`src/rtl/mfp_ahb_cmd_master.sv`:
```
// AHB-Lite bus master: turns a command/data stream into SINGLE or INCR bursts of 1..2^LEN_W
// beats, with one data phase overlapping the next address phase. An ERROR response aborts the command.
module mfp_ahb_cmd_master #(
  parameter int unsigned LEN_W = 4
) (
  input  logic             HCLK,
  input  logic             HRESETn,
  output logic [31:0]      HADDR,
  output logic [2:0]       HBURST,
  output logic             HMASTLOCK,
  output logic [3:0]       HPROT,
  output logic [2:0]       HSIZE,
  output logic [1:0]       HTRANS,
  output logic             HWRITE,
  output logic [31:0]      HWDATA,
  input  logic [31:0]      HRDATA,
  input  logic             HREADY,
  input  logic             HRESP,
  input  logic             cmd_valid,
  output logic             cmd_ready,
  input  logic             cmd_write,
  input  logic [31:0]      cmd_addr,
  input  logic [1:0]       cmd_size,
  input  logic [LEN_W-1:0] cmd_len,
  input  logic             wr_valid,
  output logic             wr_ready,
  input  logic [31:0]      wr_data,
  output logic             rd_valid,
  output logic [31:0]      rd_data,
  output logic             done,
  output logic             err
);

  localparam logic [1:0] StIdle = 2'd0, StRun = 2'd1, StDrain = 2'd2, StErr2 = 2'd3;
  localparam logic [1:0] TrIdle = 2'b00, TrBusy = 2'b01, TrNonseq = 2'b10, TrSeq = 2'b11;
  localparam int unsigned CntW = LEN_W + 1;

  logic [1:0]      state_q, state_d;
  logic [CntW-1:0] beats_left_q, beats_left_d;  // beats whose address phase is not yet accepted
  logic [CntW-1:0] fetch_left_q, fetch_left_d;
  logic            first_q, first_d;            // no beat of this command issued yet
  logic            dph_q, dph_d;                // a data phase is outstanding
  logic [31:0]     wbuf_q, wbuf_d;
  logic            wbuf_full_q, wbuf_full_d;
  logic [31:0]     aph_wdata_q, aph_wdata_d;    // write data of the beat in its address phase
  logic [31:0]     haddr_d, hwdata_d, rd_data_d;
  logic [2:0]      hburst_d, hsize_d;
  logic [1:0]      htrans_d;
  logic            hwrite_d, rd_valid_d, done_d, err_d;

  logic [1:0]      size_eff;
  logic [31:0]     cmd_addr_al, next_addr, issue_addr;
  logic            accept, slot_free, wr_fire, have_data, err_hit, dph_done;
  logic [CntW-1:0] remaining;

  assign HMASTLOCK = 1'b0;
  assign HPROT     = 4'b0011;

  assign size_eff = (cmd_size == 2'd3) ? 2'd2 : cmd_size;

  always_comb begin
    unique case (size_eff)
      2'd0:    cmd_addr_al = cmd_addr;
      2'd1:    cmd_addr_al = {cmd_addr[31:1], 1'b0};
      default: cmd_addr_al = {cmd_addr[31:2], 2'b00};
    endcase
  end

  assign cmd_ready  = (state_q == StIdle);
  assign wr_ready   = (state_q == StRun) && HWRITE && !wbuf_full_q && (fetch_left_q != '0);
  assign wr_fire    = wr_valid && wr_ready;
  assign accept     = (state_q == StRun) && HTRANS[1] && HREADY;
  // A NONSEQ/SEQ must hold until HREADY; IDLE/BUSY may change at any time.
  assign slot_free  = !HTRANS[1] || HREADY;
  assign remaining  = beats_left_q - CntW'(accept);
  assign next_addr  = HADDR + (32'd1 << HSIZE[1:0]);
  assign issue_addr = accept ? next_addr : HADDR;
  assign have_data  = !HWRITE || wbuf_full_q || wr_fire;
  assign err_hit    = dph_q && HRESP;
  assign dph_done   = dph_q && HREADY && !HRESP;

  always_comb begin
    state_d      = state_q;
    beats_left_d = beats_left_q;
    fetch_left_d = fetch_left_q;
    first_d      = first_q;
    dph_d        = HREADY ? accept : dph_q;
    wbuf_d       = wbuf_q;
    wbuf_full_d  = wbuf_full_q;
    aph_wdata_d  = aph_wdata_q;
    haddr_d      = HADDR;
    hburst_d     = HBURST;
    hsize_d      = HSIZE;
    htrans_d     = HTRANS;
    hwrite_d     = HWRITE;
    hwdata_d     = HWDATA;
    rd_data_d    = rd_data;
    rd_valid_d   = 1'b0;
    done_d       = 1'b0;
    err_d        = 1'b0;

    if (dph_done && !HWRITE) begin
      rd_data_d  = HRDATA;
      rd_valid_d = 1'b1;
    end

    unique case (state_q)
      StIdle: begin
        if (cmd_valid) begin
          state_d      = StRun;
          haddr_d      = cmd_addr_al;
          hsize_d      = {1'b0, size_eff};
          hburst_d     = (cmd_len == '0) ? 3'b000 : 3'b001;
          hwrite_d     = cmd_write;
          htrans_d     = cmd_write ? TrIdle : TrNonseq;
          beats_left_d = CntW'(cmd_len) + CntW'(1);
          fetch_left_d = cmd_write ? CntW'(cmd_len) + CntW'(1) : '0;
          first_d      = cmd_write;
          wbuf_full_d  = 1'b0;
        end
      end
      StRun: begin
        if (wr_fire) fetch_left_d = fetch_left_q - CntW'(1);
        if (accept) begin
          hwdata_d     = aph_wdata_q;
          beats_left_d = remaining;
        end
        if (accept && remaining == '0) begin
          state_d  = StDrain;
          htrans_d = TrIdle;
        end else if (slot_free) begin
          haddr_d = issue_addr;
          if (have_data) begin
            // A new 1 KB region restarts the burst with NONSEQ.
            htrans_d    = (first_q || issue_addr[9:0] == 10'd0) ? TrNonseq : TrSeq;
            first_d     = 1'b0;
            aph_wdata_d = wbuf_full_q ? wbuf_q : wr_data;
            wbuf_full_d = 1'b0;
          end else begin
            htrans_d = first_q ? TrIdle : TrBusy;
          end
        end else if (wr_fire) begin
          wbuf_d      = wr_data;
          wbuf_full_d = 1'b1;
        end
      end
      StDrain: begin
        if (dph_done) begin
          state_d = StIdle;
          done_d  = 1'b1;
        end
      end
      StErr2: begin
        if (HREADY) begin
          state_d = StIdle;
          done_d  = 1'b1;
          err_d   = 1'b1;
        end
      end
    endcase

    // ERROR overrides everything: cancel the pending address and drop the rest of the command.
    if (err_hit) begin
      htrans_d     = TrIdle;
      dph_d        = 1'b0;
      wbuf_full_d  = 1'b0;
      fetch_left_d = '0;
      beats_left_d = '0;
      if (HREADY) begin
        state_d = StIdle;
        done_d  = 1'b1;
        err_d   = 1'b1;
      end else begin
        state_d = StErr2;
      end
    end
  end

  always_ff @(posedge HCLK or negedge HRESETn) begin
    if (!HRESETn) begin
      state_q      <= StIdle;
      beats_left_q <= '0;
      fetch_left_q <= '0;
      first_q      <= 1'b0;
      dph_q        <= 1'b0;
      wbuf_q       <= '0;
      wbuf_full_q  <= 1'b0;
      aph_wdata_q  <= '0;
      HADDR        <= '0;
      HBURST       <= '0;
      HSIZE        <= '0;
      HTRANS       <= TrIdle;
      HWRITE       <= 1'b0;
      HWDATA       <= '0;
      rd_data      <= '0;
      rd_valid     <= 1'b0;
      done         <= 1'b0;
      err          <= 1'b0;
    end else begin
      state_q      <= state_d;
      beats_left_q <= beats_left_d;
      fetch_left_q <= fetch_left_d;
      first_q      <= first_d;
      dph_q        <= dph_d;
      wbuf_q       <= wbuf_d;
      wbuf_full_q  <= wbuf_full_d;
      aph_wdata_q  <= aph_wdata_d;
      HADDR        <= haddr_d;
      HBURST       <= hburst_d;
      HSIZE        <= hsize_d;
      HTRANS       <= htrans_d;
      HWRITE       <= hwrite_d;
      HWDATA       <= hwdata_d;
      rd_data      <= rd_data_d;
      rd_valid     <= rd_valid_d;
      done         <= done_d;
      err          <= err_d;
    end
  end

endmodule

```
`config.mk`:
```
export PLATFORM = sky130hd
export DESIGN_NAME = mfp_ahb_cmd_master
export DESIGN_NICKNAME = d
export VERILOG_FILES = /design/src/rtl/mfp_ahb_cmd_master.sv
export SDC_FILE = /design/constraint.sdc
export NUM_CORES = 1
export LEC_CHECK = 0
export BUFFER_PORTS_ARGS = -buffer_cell sky130_fd_sc_hd__buf_2
export CAP_MARGIN = 40
export CORE_AREA = 2 2 133 135
export CTS_CLUSTER_SIZE = 30
export DETAILED_ROUTE_END_ITERATION = 8
export DIE_AREA = 0 0 135 137
export MAX_ROUTING_LAYER = met4
export PLACE_DENSITY = 0.76
export SLEW_MARGIN = 10
export SYNTH_ARGS = -nofsm -noshare
export SYNTH_HDL_FRONTEND = slang
export SYNTH_SLANG_ARGS = --single-unit
```
`constraint.sdc`:
```
create_clock -name HCLK -period 5.29 [get_ports HCLK]
set_clock_uncertainty 0.05 [all_clocks]
set_input_delay 0.7935 -clock HCLK [delete_from_list [all_inputs] [get_ports HCLK]]
set_output_delay 0.7935 -clock HCLK [all_outputs]
set_load 0.02 [all_outputs]
```
==> results_dict.tcl, run 1 <==
set metrics [dict create \
    area_delta_synth_final_pct 20.3 \
    ys_warn_count 0 \
    clock-root-buffer "clkbuf_16" \
    dp_slack_ps 1230 \
    grt_start_max_net_pins 86 \
    grt_busiest_layer "met2" \
    start_util_pct 53.1 \
    dp_hpwl_mm 15.0 \
    grt_pass1_vias 6958 \
    cts_sinks 184 \
    nFillCells 1383 \
    slew_headroom_pct 43.7 \
    yosys-top-cells-count "dfrtp_1, nand2_1, mux2_2" \
    finalPower_mw 7.05 \
    grt_overflow 0 \
    core_area_um2 17100 \
    io_pins 224 \
    worst_hold_slack_ps 151 \
    tightest_slew_ps 845 \
    grt_pass1_wl_mm 35.2 \
    drive_above_1_share_pct 37.1 \
    nNetsFinal 1168 \
    r2r_end "aph_wdata_q[0]$_DFFE_PN0P_" \
    wire_per_inst_um 16.8 \
    leakage_nw 5.32 \
    ys.flop_type "dfrtp_1" \
    finalSetupTns_ps 0 \
    die-area_um2 18500 \
    synth.most_common_cell "dfrtp_1" \
    cts_setup_buffers 0 \
    syn_inst 850 \
    hold_class "in2async" \
    hold_viol_final 0 \
    reg2regPathDepth 11 \
    startpoint_type "flip-flop" \
    netlist.area_leader.share_pct 50.9 \
    netlist_area_um2 9050 \
    hold_buffers 0 \
    r2r_start "state_q[1]$_DFFE_PN0P_" \
    remaining_drc_errors 0 \
    antenna_found_initial 1 \
    setup.worst_path.end_class "flip-flop" \
    cp.required_ps 5540 \
    finalMaxSlewViolations 0 \
    rsz0062_at_grt "no" \
    crit_path_max_fanout 19 \
    synth_edf_count 0 \
    htreeDepth 4 \
    met1_usage_pct 32.1 \
    arrival_ps 3910 \
    clk_latency_ps 420 \
    gp_congestion 0.870 \
    rrSetupSlack_ps 1630 \
    final_util_pct 63.8 \
    avgSynthCellArea_um2 10.6 \
    cts_tree "done" \
    synth_cell_types 61 \
    multi_input_area_um2 4150 \
    async_flop_share_pct 100 \
    die_x_um 135 \
    post-route-period-util_pct 69.2 \
    cap_violations 0 \
    fmax_mhz 273 \
    cts.clk_slew.worst_paths_ps 70 \
    ctsLongestPathBuffers 2 \
    gr-usage-met3_pct 5.33 \
    die_h_um 137 \
    peakVddDrop_v 0.000358 \
    power.density_nw_per_um2 647 \
    synth_top_area_cell "dfrtp_1" \
    drt_wl_total_mm 21.6 \
    first_pass_iters 5 \
    grt_use_total_pct 24.8 \
    rows 48 \
    grtUsageMet2_pct 39.6 \
    seq_area_frac_synth_pct 50.9 \
    yosys-top-cells-area "dfrtp_1, mux2_2, nand2_1" \
    finalSetupViolCount 0 \
    outcome "finished, final reports clean" \
    regArea_um2 4600 \
    antenna_left 0 \
    dr_total_vias 7228 \
    cts_buffers 17 \
    portBuffers 215 \
    fin_crit_ps 3660 \
    crit_type "reg2reg" \
    post_cts_resized 0 \
    synth-seq-cells 184 \
    drtIter0Drc 451 \
    fin_ws_ps 1630 \
    post_drt_via_cell_ratio 5.62 \
]
## report_power, final
part           switching, mW  internal (mW)  leakage [nW]  total (mW)
clock network          0.557          0.672         0.274        1.23
registers              0.488           2.07          2.27        2.56
logic                   1.82           1.44          2.78        3.26
## registers in the layout, indices dropped and copies added (netlist names), 2 cells and up
name / flops
HADDR: 32
HWDATA: 32
aph_wdata_q: 32
rd_data: 32
wbuf_q: 32
beats_left_q: 5
fetch_left_q: 5
HSIZE: 2
HTRANS: 2
state_q: 2
## worst max path at each step
stage / startpoint / end / slack, ps / depth (start not counted)
CTS: state_q[1]$_DFFE_PN0P_ / aph_wdata_q[0]$_DFFE_PN0P_ / 1620 / 11
detailed placement: HREADY / aph_wdata_q[0]$_DFFE_PN0P_ / 1230 / 12
finish: state_q[1]$_DFFE_PN0P_ / aph_wdata_q[0]$_DFFE_PN0P_ / 1630 / 11
global placement: HREADY / aph_wdata_q[0]$_DFFE_PN0P_ / 1220 / 11
global route: state_q[1]$_DFFE_PN0P_ / aph_wdata_q[0]$_DFFE_PN0P_ / 1360 / 11
floorplan: HREADY / aph_wdata_q[10]$_DFFE_PN0P_ / 1240 / 16
## critical path: stages, from the launching register on
cell and delay, ps:
dfrtp_1 480, nand4b_1 260, inv_2 90, ha_1 220, ha_1 270, inv_1 60, a21oi_1 120, o32ai_1 130
and2_1 240, or4_2 980, buf_12 290, mux2_1 330
## per-stage QoR
stage                     std cells  cell area, µm²
final                          1287           10900
after detailed placement       1254           10300
after global placement         1252           10300
after floorplan                 856            9070
after global routing           1287           10900
after CTS                      1286           10900
## metal layers
layer,share of wire [%],wire (µm)
met1,44,9540
met2,48,10400
met3,6.7,1440
met4,1.4,293
met5,0,0
## area by class of cell
type / instances / share of cell area (%)
Tap cell: 225 / 2.59
Timing Repair Buffer: 228 / 11.1
Sequential cell: 184 / 42.3
Clock buffer: 21 / 4.14
Multi-Input combinational cell: 599 / 38.1
Clock inverter: 11 / 1.06
Inverter: 18 / 0.621
Antenna cell: 1 / 0.0230
## placed cells by master, fill, tap and decap left out, types with 8 or more instances in the layout
cell type	netlist	final
buf_4	8	11
mux2_4	30	30
mux2_2	101	101
a21oi_1	40	40
inv_1	17	17
nand2_1	155	155
conb_1	2	8
a31oi_1	8	8
o21ai_0	53	53
buf_2	3	214
nand3_1	14	14
dfrtp_1	184	184
and3_1	9	9
nor2b_1	10	10
o22ai_1	11	11
ha_1	10	10
clkbuf_16	0	17
nor2_1	34	34
## cells by family after synthesis
group	count (synthesis)	share of synthesized area, %
AO/OA/AOI/OAI	169	11.5
other	2	0.0830
multiplexers	134	17.9
adder cells (fa/ha/maj)	11	1.60
AND/OR/NAND/NOR	269	13.6
flip-flops	184	50.9
buffers and inverters	73	3.65
XOR/XNOR	8	0.774
(Power assumes the default switching activity.)
==> inputs of run 2 (changes only) <==
Settings changed: CORE_AREA 2 2 133 135 to 2 2 139 141, DIE_AREA 0 0 135 137 to 0 0 141 143, PLACE_DENSITY 0.76 to 0.73.
Clock period 5.29 ns to 2.95 ns, I/O delays scaled along.
==> results_dict.tcl, run 2 (synthesis results as in run 1) <==
set metrics [dict create \
    hold_class "in2async" \
    cap_violations 0 \
    diodes 0 \
    portBuffers 215 \
    finalSetupTns_ps 0 \
    grt_overflow 0 \
    die-area_um2 20200 \
    violations "negative hold slack" \
    cts_buffers 17 \
    r2r_end "aph_wdata_q[18]$_DFFE_PN0P_" \
    rsz0062_at_grt "no" \
    final_cell_mix "buf_2, dfrtp_1, nand2_1, mux2_2, o21ai_0" \
    antenna_left 0 \
    core_area_um2 18600 \
    nNetsFinal 1181 \
    cts_tree "done" \
    grt_pass1_vias 7130 \
    reg2regPathDepth 11 \
    slew_headroom_pct 51.1 \
    startpoint_type "flip-flop" \
    r2r_start "state_q[1]$_DFFE_PN0P_" \
    grt_start_max_net_pins 73 \
    htreeDepth 4 \
    finalMaxSlewViolations 0 \
    area_delta_synth_final_pct 22.5 \
    tightest_slew_ps 734 \
    die_x_um 141 \
    clock-root-buffer "clkbuf_16" \
    grt_pass1_wl_mm 36.0 \
    rrSetupSlack_ps 90 \
    post-route-period-util_pct 96.9 \
    first_pass_iters 5 \
    rows 50 \
    final_util_pct 59.6 \
    die_h_um 143 \
    power.density_nw_per_um2 1160 \
    fmax_mhz 350 \
    ctsLongestPathBuffers 2 \
    nFillCells 1570 \
    crit_path_max_fanout 32 \
    leakage_nw 5.40 \
    outcome "complete, but fails checks" \
    grt_use_total_pct 23.1 \
    dp.cells 1276 \
    worst_hold_slack_ps -24.1 \
    wire_per_inst_um 16.8 \
    cts_sinks 184 \
    dr_total_vias 7209 \
    start_util_pct 48.7 \
    gp_congestion 0.891 \
    final_common_cell "buf_2" \
    post_drt_via_cell_ratio 5.52 \
    final_cells 1307 \
    cts_setup_buffers 0 \
    crit_type "reg2reg" \
    antenna_found_initial 0 \
    dp_hpwl_mm 15.2 \
    clk_latency_ps 420 \
    arrival_ps 3110 \
    cts.clk_slew.worst_paths_ps 70 \
    cp.required_ps 3210 \
    peakVddDrop_v 0.000666 \
    post_cts_resized 0 \
    setup.worst_path.end_class "flip-flop" \
    io_pins 224 \
    drt_wl_total_mm 22.0 \
    fin_crit_ps 2860 \
    drive_above_1_share_pct 38.5 \
    drtIter0Drc 392 \
    finalPower_mw 12.9 \
    finalSetupViolCount 0 \
    remaining_drc_errors 0 \
    hold_viol_final 5 \
    hold_buffers 0 \
]
run 2: worst max-delay path, cell delays in order (launching register included):
cell and delay [ps]:
dfrtp_1 390, nand4b_1 310, inv_6 120, ha_4 160, ha_4 150, inv_1 40
a21oi_1 150, o32ai_2 100, and2_1 170, or4_4 530, buf_12 200, mux2_4 330
run 2: worst max-delay path by stage:
stage / endpoint / cells after the start / startpoint
5_1_grt: aph_wdata_q[0]$_DFFE_PN0P_ / 11 / state_q[1]$_DFFE_PN0P_
2_1_floorplan: aph_wdata_q[10]$_DFFE_PN0P_ / 16 / state_q[0]$_DFFE_PN0P_
4_1_cts: aph_wdata_q[0]$_DFFE_PN0P_ / 11 / state_q[1]$_DFFE_PN0P_
3_5_place_dp: aph_wdata_q[0]$_DFFE_PN0P_ / 12 / HREADY
6_report: aph_wdata_q[18]$_DFFE_PN0P_ / 11 / state_q[1]$_DFFE_PN0P_
3_3_place_gp: aph_wdata_q[31]$_DFFE_PN0P_ / 12 / HREADY
run 2: layer usage:
layer  vias to the layer above  track usage, %  part of all wire, %
met5                         -               -                    0
met4                         0            6.79                  1.5
met3                        28            5.10                  6.2
met2                       259            36.0                   48
met1                      3507            30.5                   44
li1                       3415               -                    -
run 2: report_power, final:
group | leakage, nW | switching [mW] | internal (mW)
clock | 0.273 | 1.06 | 1.20
sequential | 2.27 | 0.860 | 3.72
combinational | 2.86 | 3.31 | 2.73
run 2: layout make-up:
class | instances | area, µm² | share of cell area (%)
clock buffers | 17 | 425 | 3.84
clock inverters | 14 | 156 | 1.41
inverters | 18 | 72.6 | 0.655
multi-input cells | 599 | 4190 | 37.8
flip-flops and latches | 184 | 4610 | 41.6
well taps | 234 | 293 | 2.64
repair buffers | 241 | 1340 | 12.1
run 2: per-stage QoR:
stage | cell area [µm²] | worst slack, ps
2_1_floorplan | 9160 | -251
3_3_place_gp | 10500 | 54.7
3_5_place_dp | 10500 | 10.7
4_1_cts | 11100 | 104
5_1_grt | 11100 | 30.6
6_report | 11100 | 91.1
